==> src/rtl/magnitude_sched_pkg.sv <==
// magnitude_sched_pkg: shared FSM state type and counter widths for magnitude_sched
package magnitude_sched_pkg;
  typedef enum logic [1:0] {IDLE, SETTLE, RESP} state_t;
  localparam int CNT_W  = 4;
  localparam int DONE_W = 16;
endpackage

==> src/rtl/magnitude_sched_magnitude.sv <==
// magnitude: combinational vectoring CORDIC returning |(x,y)| in the operand Q format
module magnitude #(
  parameter int WIDTH           = 17,
  parameter int FRACTIONAL_BITS = 12,
  parameter int ITERATIONS      = 16
) (
  input  logic signed [WIDTH-1:0] x,
  input  logic signed [WIDTH-1:0] y,
  output logic        [WIDTH-1:0] mag
);
  // Guard bits absorb the per-stage truncation of the arithmetic shifts.
  localparam int G   = $clog2(ITERATIONS) + 1;
  // Two headroom bits cover the sqrt(2) vector growth times the CORDIC gain.
  localparam int XW  = WIDTH + 2 + G;
  // The inverse gain is held four bits finer than the data format.
  localparam int KSH = FRACTIONAL_BITS + 4;
  localparam int PW  = XW + KSH + 1;
  localparam real K_INV_R = 0.6072529350088813;
  localparam logic [KSH:0] K_INV = (KSH+1)'($rtoi(K_INV_R * (2.0 ** KSH) + 0.5));
  localparam logic [PW-1:0] MAX_P = PW'({1'b0, {(WIDTH-1){1'b1}}});
  logic signed [XW-1:0] xs [ITERATIONS+1];
  logic signed [XW-1:0] ys [ITERATIONS+1];
  logic signed [XW-1:0] xe, ye;
  logic [PW-1:0] prod, full;
  // Fold the left half-plane onto the right, rotate y to zero, then remove the CORDIC gain with rounding.
  always_comb begin
    xe = XW'(x) <<< G;
    ye = XW'(y) <<< G;
    xs[0] = x[WIDTH-1] ? -xe : xe;
    ys[0] = x[WIDTH-1] ? -ye : ye;
    for (int i = 0; i < ITERATIONS; i++) begin
      xs[i+1] = !ys[i][XW-1] ? xs[i] + (ys[i] >>> i) : xs[i] - (ys[i] >>> i);
      ys[i+1] = !ys[i][XW-1] ? ys[i] - (xs[i] >>> i) : ys[i] + (xs[i] >>> i);
    end
    prod = PW'($unsigned(xs[ITERATIONS])) * PW'(K_INV) + (PW'(1) << (KSH + G - 1));
    full = prod >> (KSH + G);
    mag  = (full > MAX_P) ? MAX_P[WIDTH-1:0] : full[WIDTH-1:0];
  end
endmodule

==> src/rtl/magnitude_sched.sv <==
// magnitude_sched: round-robin scheduler sharing one CORDIC magnitude core; MAGNITUDE_SCHED_PERF_EN adds done_count
module magnitude_sched
  import magnitude_sched_pkg::*;
#(
  parameter int WIDTH           = 17,
  parameter int FRACTIONAL_BITS = 12,
  parameter int ITERATIONS      = 16,
  parameter int NUM_REQ         = 3,
  parameter int SETTLE_CYCLES   = 2
) (
  input  logic                            clk,
  input  logic                            rst,
  input  logic [NUM_REQ-1:0]              req_valid,
  output logic [NUM_REQ-1:0]              req_ready,
  input  logic [NUM_REQ-1:0][WIDTH-1:0]   req_x,
  input  logic [NUM_REQ-1:0][WIDTH-1:0]   req_y,
  output logic                            rsp_valid,
  input  logic                            rsp_ready,
  output logic [$clog2(NUM_REQ)-1:0]      rsp_id,
  output logic [WIDTH-1:0]                rsp_mag,
  output logic                            busy
`ifdef MAGNITUDE_SCHED_PERF_EN
  ,
  output logic [DONE_W-1:0]               done_count
`endif
);
  localparam int IW = $clog2(NUM_REQ);
  state_t state_q, state_d;
  logic [CNT_W-1:0] cnt_q, cnt_d;
  logic [IW-1:0] last_q, last_d, id_q, id_d, sel, cand;
  logic signed [WIDTH-1:0] op_x_q, op_x_d, op_y_q, op_y_d;
  logic [WIDTH-1:0] mag_q, mag_d, core_mag;
  logic rsp_valid_q, rsp_valid_d, found, accept;
  int idx;
  magnitude #(
    .WIDTH          (WIDTH),
    .FRACTIONAL_BITS(FRACTIONAL_BITS),
    .ITERATIONS     (ITERATIONS)
  ) u_mag (
    .x  (op_x_q),
    .y  (op_y_q),
    .mag(core_mag)
  );
  // Round-robin pick: first valid requester after the last grant.
  always_comb begin
    sel   = '0;
    cand  = '0;
    idx   = 0;
    found = 1'b0;
    for (int k = 1; k <= NUM_REQ; k++) begin
      idx  = (int'(last_q) + k) % NUM_REQ;
      cand = IW'(idx);
      if (!found && req_valid[cand]) begin
        found = 1'b1;
        sel   = cand;
      end
    end
  end
  assign accept    = (state_q == IDLE) && found && !rst;
  assign req_ready = accept ? (NUM_REQ'(1) << sel) : '0;
  assign busy      = (state_q != IDLE) && !rst;
  assign rsp_valid = rsp_valid_q;
  assign rsp_id    = id_q;
  assign rsp_mag   = mag_q;
  // Next-state: capture on accept, count down the settle window, hold the result until handshake.
  always_comb begin
    state_d     = state_q;
    cnt_d       = cnt_q;
    last_d      = last_q;
    id_d        = id_q;
    op_x_d      = op_x_q;
    op_y_d      = op_y_q;
    mag_d       = mag_q;
    rsp_valid_d = rsp_valid_q;
    if (state_q == IDLE) begin
      if (accept) begin
        op_x_d  = req_x[sel];
        op_y_d  = req_y[sel];
        id_d    = sel;
        last_d  = sel;
        cnt_d   = CNT_W'(SETTLE_CYCLES - 1);
        state_d = SETTLE;
      end
    end else if (state_q == SETTLE) begin
      if (cnt_q == '0) begin
        mag_d       = core_mag;
        rsp_valid_d = 1'b1;
        state_d     = RESP;
      end else begin
        cnt_d = cnt_q - 1'b1;
      end
    end else if (state_q == RESP) begin
      if (rsp_ready) begin
        rsp_valid_d = 1'b0;
        state_d     = IDLE;
      end
    end else begin
      state_d = IDLE;
    end
  end
  // State and datapath registers; reset gives requester 0 first priority.
  always_ff @(posedge clk) begin
    if (rst) begin
      state_q     <= IDLE;
      cnt_q       <= '0;
      last_q      <= IW'(NUM_REQ - 1);
      id_q        <= '0;
      op_x_q      <= '0;
      op_y_q      <= '0;
      mag_q       <= '0;
      rsp_valid_q <= 1'b0;
    end else begin
      state_q     <= state_d;
      cnt_q       <= cnt_d;
      last_q      <= last_d;
      id_q        <= id_d;
      op_x_q      <= op_x_d;
      op_y_q      <= op_y_d;
      mag_q       <= mag_d;
      rsp_valid_q <= rsp_valid_d;
    end
  end
`ifdef MAGNITUDE_SCHED_PERF_EN
  logic [DONE_W-1:0] done_count_q, done_count_d;
  assign done_count = done_count_q;
  // Saturating count of completed response handshakes.
  always_comb begin
    done_count_d = (rsp_valid_q && rsp_ready && done_count_q != '1) ? done_count_q + 1'b1 : done_count_q;
  end
  // Counter register.
  always_ff @(posedge clk) begin
    if (rst) done_count_q <= '0;
    else     done_count_q <= done_count_d;
  end
`endif
endmodule
==> config.mk <==
export PLATFORM = sky130hd
export DESIGN_NAME = magnitude_sched
export DESIGN_NICKNAME = d
export VERILOG_FILES = /design/src/rtl/magnitude_sched_pkg.sv /design/src/rtl/magnitude_sched_magnitude.sv /design/src/rtl/magnitude_sched.sv
export SDC_FILE = /design/constraint.sdc
export NUM_CORES = 2
export LEC_CHECK = 0
export BUFFER_PORTS_ARGS = -buffer_cell sky130_fd_sc_hd__buf_2
export CORE_ASPECT_RATIO = 1.75
export CORE_MARGIN = 5
export CORE_UTILIZATION = 55
export DETAILED_ROUTE_END_ITERATION = 6
export PLACE_DENSITY = 0.72
export SLEW_MARGIN = 20
export SYNTH_ARGS = -nofsm -noshare
export SYNTH_HDL_FRONTEND = slang
export SYNTH_SLANG_ARGS = --single-unit
==> constraint.sdc <==
create_clock -name clk -period 94.3 [get_ports clk]
set_clock_uncertainty 0.15 [all_clocks]
set_input_delay 4.715 -clock clk [delete_from_list [all_inputs] [get_ports clk]]
set_output_delay 4.715 -clock clk [all_outputs]
set_load 0.1 [all_outputs]
==> results.py <==
metrics = {
    "run_status": {
        "status": "finished, final reports clean",
    },
    "timing": {
        "setup-tns-final_ns": 0,
        "timing_hold_violations_final": 0,
        "fin_crit_ns": 81.99,
        "rsz0062_at_grt": "no",
        "final_min_period_over_clock_period_pct": 86.9,
        "setup-violations-final": 0,
        "worst-slew-pin-transition_ns": 1.14,
        "worst_hold_slack_ns": 0.344,
        "maxSlewViolCount": 0,
        "relSlewSlack_pct": 23.9,
        "fmax_ghz": 0.0122,
    },
    "drt": {
        "route.antenna.remaining_nets": 0,
        "drt-pass1-iter-count": 7,
        "num_vias": 49000,
        "drt-initial-drc-count": 2337,
        "detail_route.wl_per_cell_um": 19.3,
        "drc": 0,
        "drt-total-wl_um": 158000,
        "route.detailed.vias_per_inst": 6.01,
    },
    "layout": {
        "area.growth.synth_to_final_pct": 4.51,
        "finish.utilization_pct": 57.8,
        "final_net_count": 8151,
        "layout.filler_cells": 8929,
        "final_layout_size_suffix_gt1_share_pct": 4.75,
    },
    "critical_path": {
        "worstSetupEndpoint": "rsp_mag[2]",
        "critPathArrivalTime_ns": 82.07,
        "critical_path_origin": "op_x_q[16]",
        "critPathCaptureType": "flop",
        "crit_type": "flop to flop",
        "regToRegStartpoint": "op_x_q[16]",
        "critical-path-top-cell-by-count": "sky130_fd_sc_hd__a21oi_1",
        "worst_setup_path_start_kind": "flop",
        "timing.critical_path.slowest_cell_delay_ns": 0.76,
        "register_to_register_path_setup_slack_ns": 12.31,
        "cp_max_fo": 37,
        "timing.reg2reg.worst_path_depth": 398,
        "worstPathRequired_ns": 94.38,
        "crit_slowest_cell": "sky130_fd_sc_hd__or3_1",
        "r2r_end": "rsp_mag[2]",
    },
    "logic_synthesis": {
        "postSynth.asyncResetShare_pct": 0,
        "post-synth-top-area-fraction_pct": 22.0,
        "synth_enable_flop_cells": 0,
        "synth-seq-area-share_pct": 2.41,
        "synth_area_um2": 50800,
        "synth_area_per_cell_um2": 7.35,
        "synth.cells.most_frequent": "sky130_fd_sc_hd__ha_1, sky130_fd_sc_hd__inv_1, sky130_fd_sc_hd__xnor2_1",
        "synth.ff_latch_count": 61,
        "post_synth_main_area_contributors": "sky130_fd_sc_hd__ha_1, sky130_fd_sc_hd__xnor2_1, sky130_fd_sc_hd__fa_1",
        "synth_warnings": 0,
        "ys.flop_type": "sky130_fd_sc_hd__dfxtp_1",
        "post_synth_num_cell_types": 119,
        "yosysTopAreaCell": "sky130_fd_sc_hd__ha_1",
        "syn_inst": 6905,
        "most_common_cell_in_the_netlist": "sky130_fd_sc_hd__ha_1",
    },
    "die": {
        "boundaryPins": 132,
        "row_count": 147,
        "dieWidth_um": 240,
        "start_util_pct": 55.3,
        "floorplan.die_area_um2": 98700,
        "die-height_um": 412,
        "core_um2": 91800,
    },
    "grt": {
        "number_of_global_route_vias_before_repair": 49900,
        "grt_first_pass_wirelength_um": 249000,
        "grt_start_max_net_pins": 65,
        "routing_layer_with_the_top_usage_in_global_route": "met2",
        "met3_resource_use_gr_pct": 2.74,
        "grt-ovfl-total": 0,
        "grtUsageMet2_pct": 60.5,
        "initial_antenna_violation_count": 3,
        "grt_use_met1_pct": 28.3,
        "grt.total_usage_pct": 30.8,
    },
    "place": {
        "dpl.hpwl_um": 138000,
        "gp_congestion": 1.04,
        "placement.io_buffers": 131,
    },
    "clock_tree": {
        "cts_setup_buffers": 0,
        "ctsRootBufferMaster": "sky130_fd_sc_hd__clkbuf_16",
        "htree_num_levels": 3,
        "cts_hold_repair.buffers": 0,
        "clock_tree_from_tritoncts": "done",
        "post_cts_resize_count": 0,
        "clock_tree_sinks": 61,
        "worst_setup_hold_path_clk_slew_ns": 0.06,
        "numCtsBuffers": 9,
        "ctsLongestPathBuffers": 2,
        "clk-insertion-delay-late_ns": 0.34,
    },
    "min_path": {
        "min-delay-path-class": "flop to flop",
    },
    "run": {
        "max_cap_viol_count": 0,
    },
}
flip-flops by register name, summed over array words and instances (netlist names):
signal     cells
rsp_valid      1
cnt_q          4
rsp_mag       17
rsp_id         1
op_x_q        17
state_q        2
last_q         2
op_y_q        17
cell families (layout without fill, tap and decap cells):
logic type	after synthesis	after routing	share of synthesized area [%]
fa+ha+maj	1086	1086	29.6
buf+inv	937	995	7.06
compound gates	1855	1855	23.6
flops	61	61	2.41
mux	40	40	0.830
xor+xnor	1023	1023	18.2
other cells	2	4	0.0148
simple gates	1901	1901	18.3
layout make-up:
type | instances | area [µm²] | area share (%)
multi-input cells | 5908 | 46000 | 86.7
inverters | 793 | 2980 | 5.61
well taps | 1192 | 1490 | 2.81
flip-flops and latches | 61 | 1220 | 2.30
repair buffers | 186 | 1070 | 2.01
clock buffers | 9 | 225 | 0.424
clock inverters | 7 | 75.1 | 0.141
diodes | 1 | 2.50 | 0.00472
worst min path at each step:
stage                     start          end  depth (start not counted)
floorplan             last_q[1]    last_q[1]                          2
global placement    rsp_mag[16]  rsp_mag[16]                          1
detailed placement    rsp_valid    rsp_valid                          2
CTS                 rsp_mag[16]  rsp_mag[16]                          1
global route        rsp_mag[16]  rsp_mag[16]                          1
finish              rsp_mag[16]  rsp_mag[16]                          1
layout by cell type, fill, tap and decap left out, drive strengths merged, types with 27 or more instances in the layout:
cell type,count
nor4,67
a21o,248
o31ai,33
a211oi,34
a221o,27
ha,893
nand2,450
o21ai,363
nor2,623
o211ai,33
buf,186
nor3b,43
and3,31
o21bai,233
a21boi,52
a21oi,562
nor2b,70
nor3,210
dfxtp,61
nand2b,93
o21a,72
fa,191
xnor2,682
mux2i,32
xor2,336
nand3,61
inv,792
or2,33
or4,30
and2,33
or3,80
a31oi,40
through the flow:
stage          cells  area (µm²)  setup WS, ns
2_1_floorplan   6906       50800         22.26
3_3_place_gp    8139       52700         14.86
3_5_place_dp    8140       52800         13.24
4_1_cts         8156       53100         12.97
5_1_grt         8156       53100          4.98
6_report        8157       53100         12.31
critical path, delay by kind of cell, from the launching register on:
| kind | cells | cell delay, ns |
|---|---|---|
| AOI/OAI and AO/OA | 302 | 56.76 |
| and+or+nand+nor | 46 | 8.81 |
| adders and majority gates | 24 | 8.62 |
| buffers and inverters | 18 | 3.63 |
| xor gates and xnor gates | 7 | 2.93 |
| DFF | 1 | 0.54 |
| muxes | 1 | 0.31 |
layer usage:
layer / up-vias / wire length (µm)
met5: - / 27
met4: 4 / 15400
met3: 704 / 5020
met2: 1354 / 83600
met1: 22900 / 53600
li1: 24100 / -
Power is not shown: default switching activity piles up to over one toggle a cycle in this logic, so the estimate is an artifact.
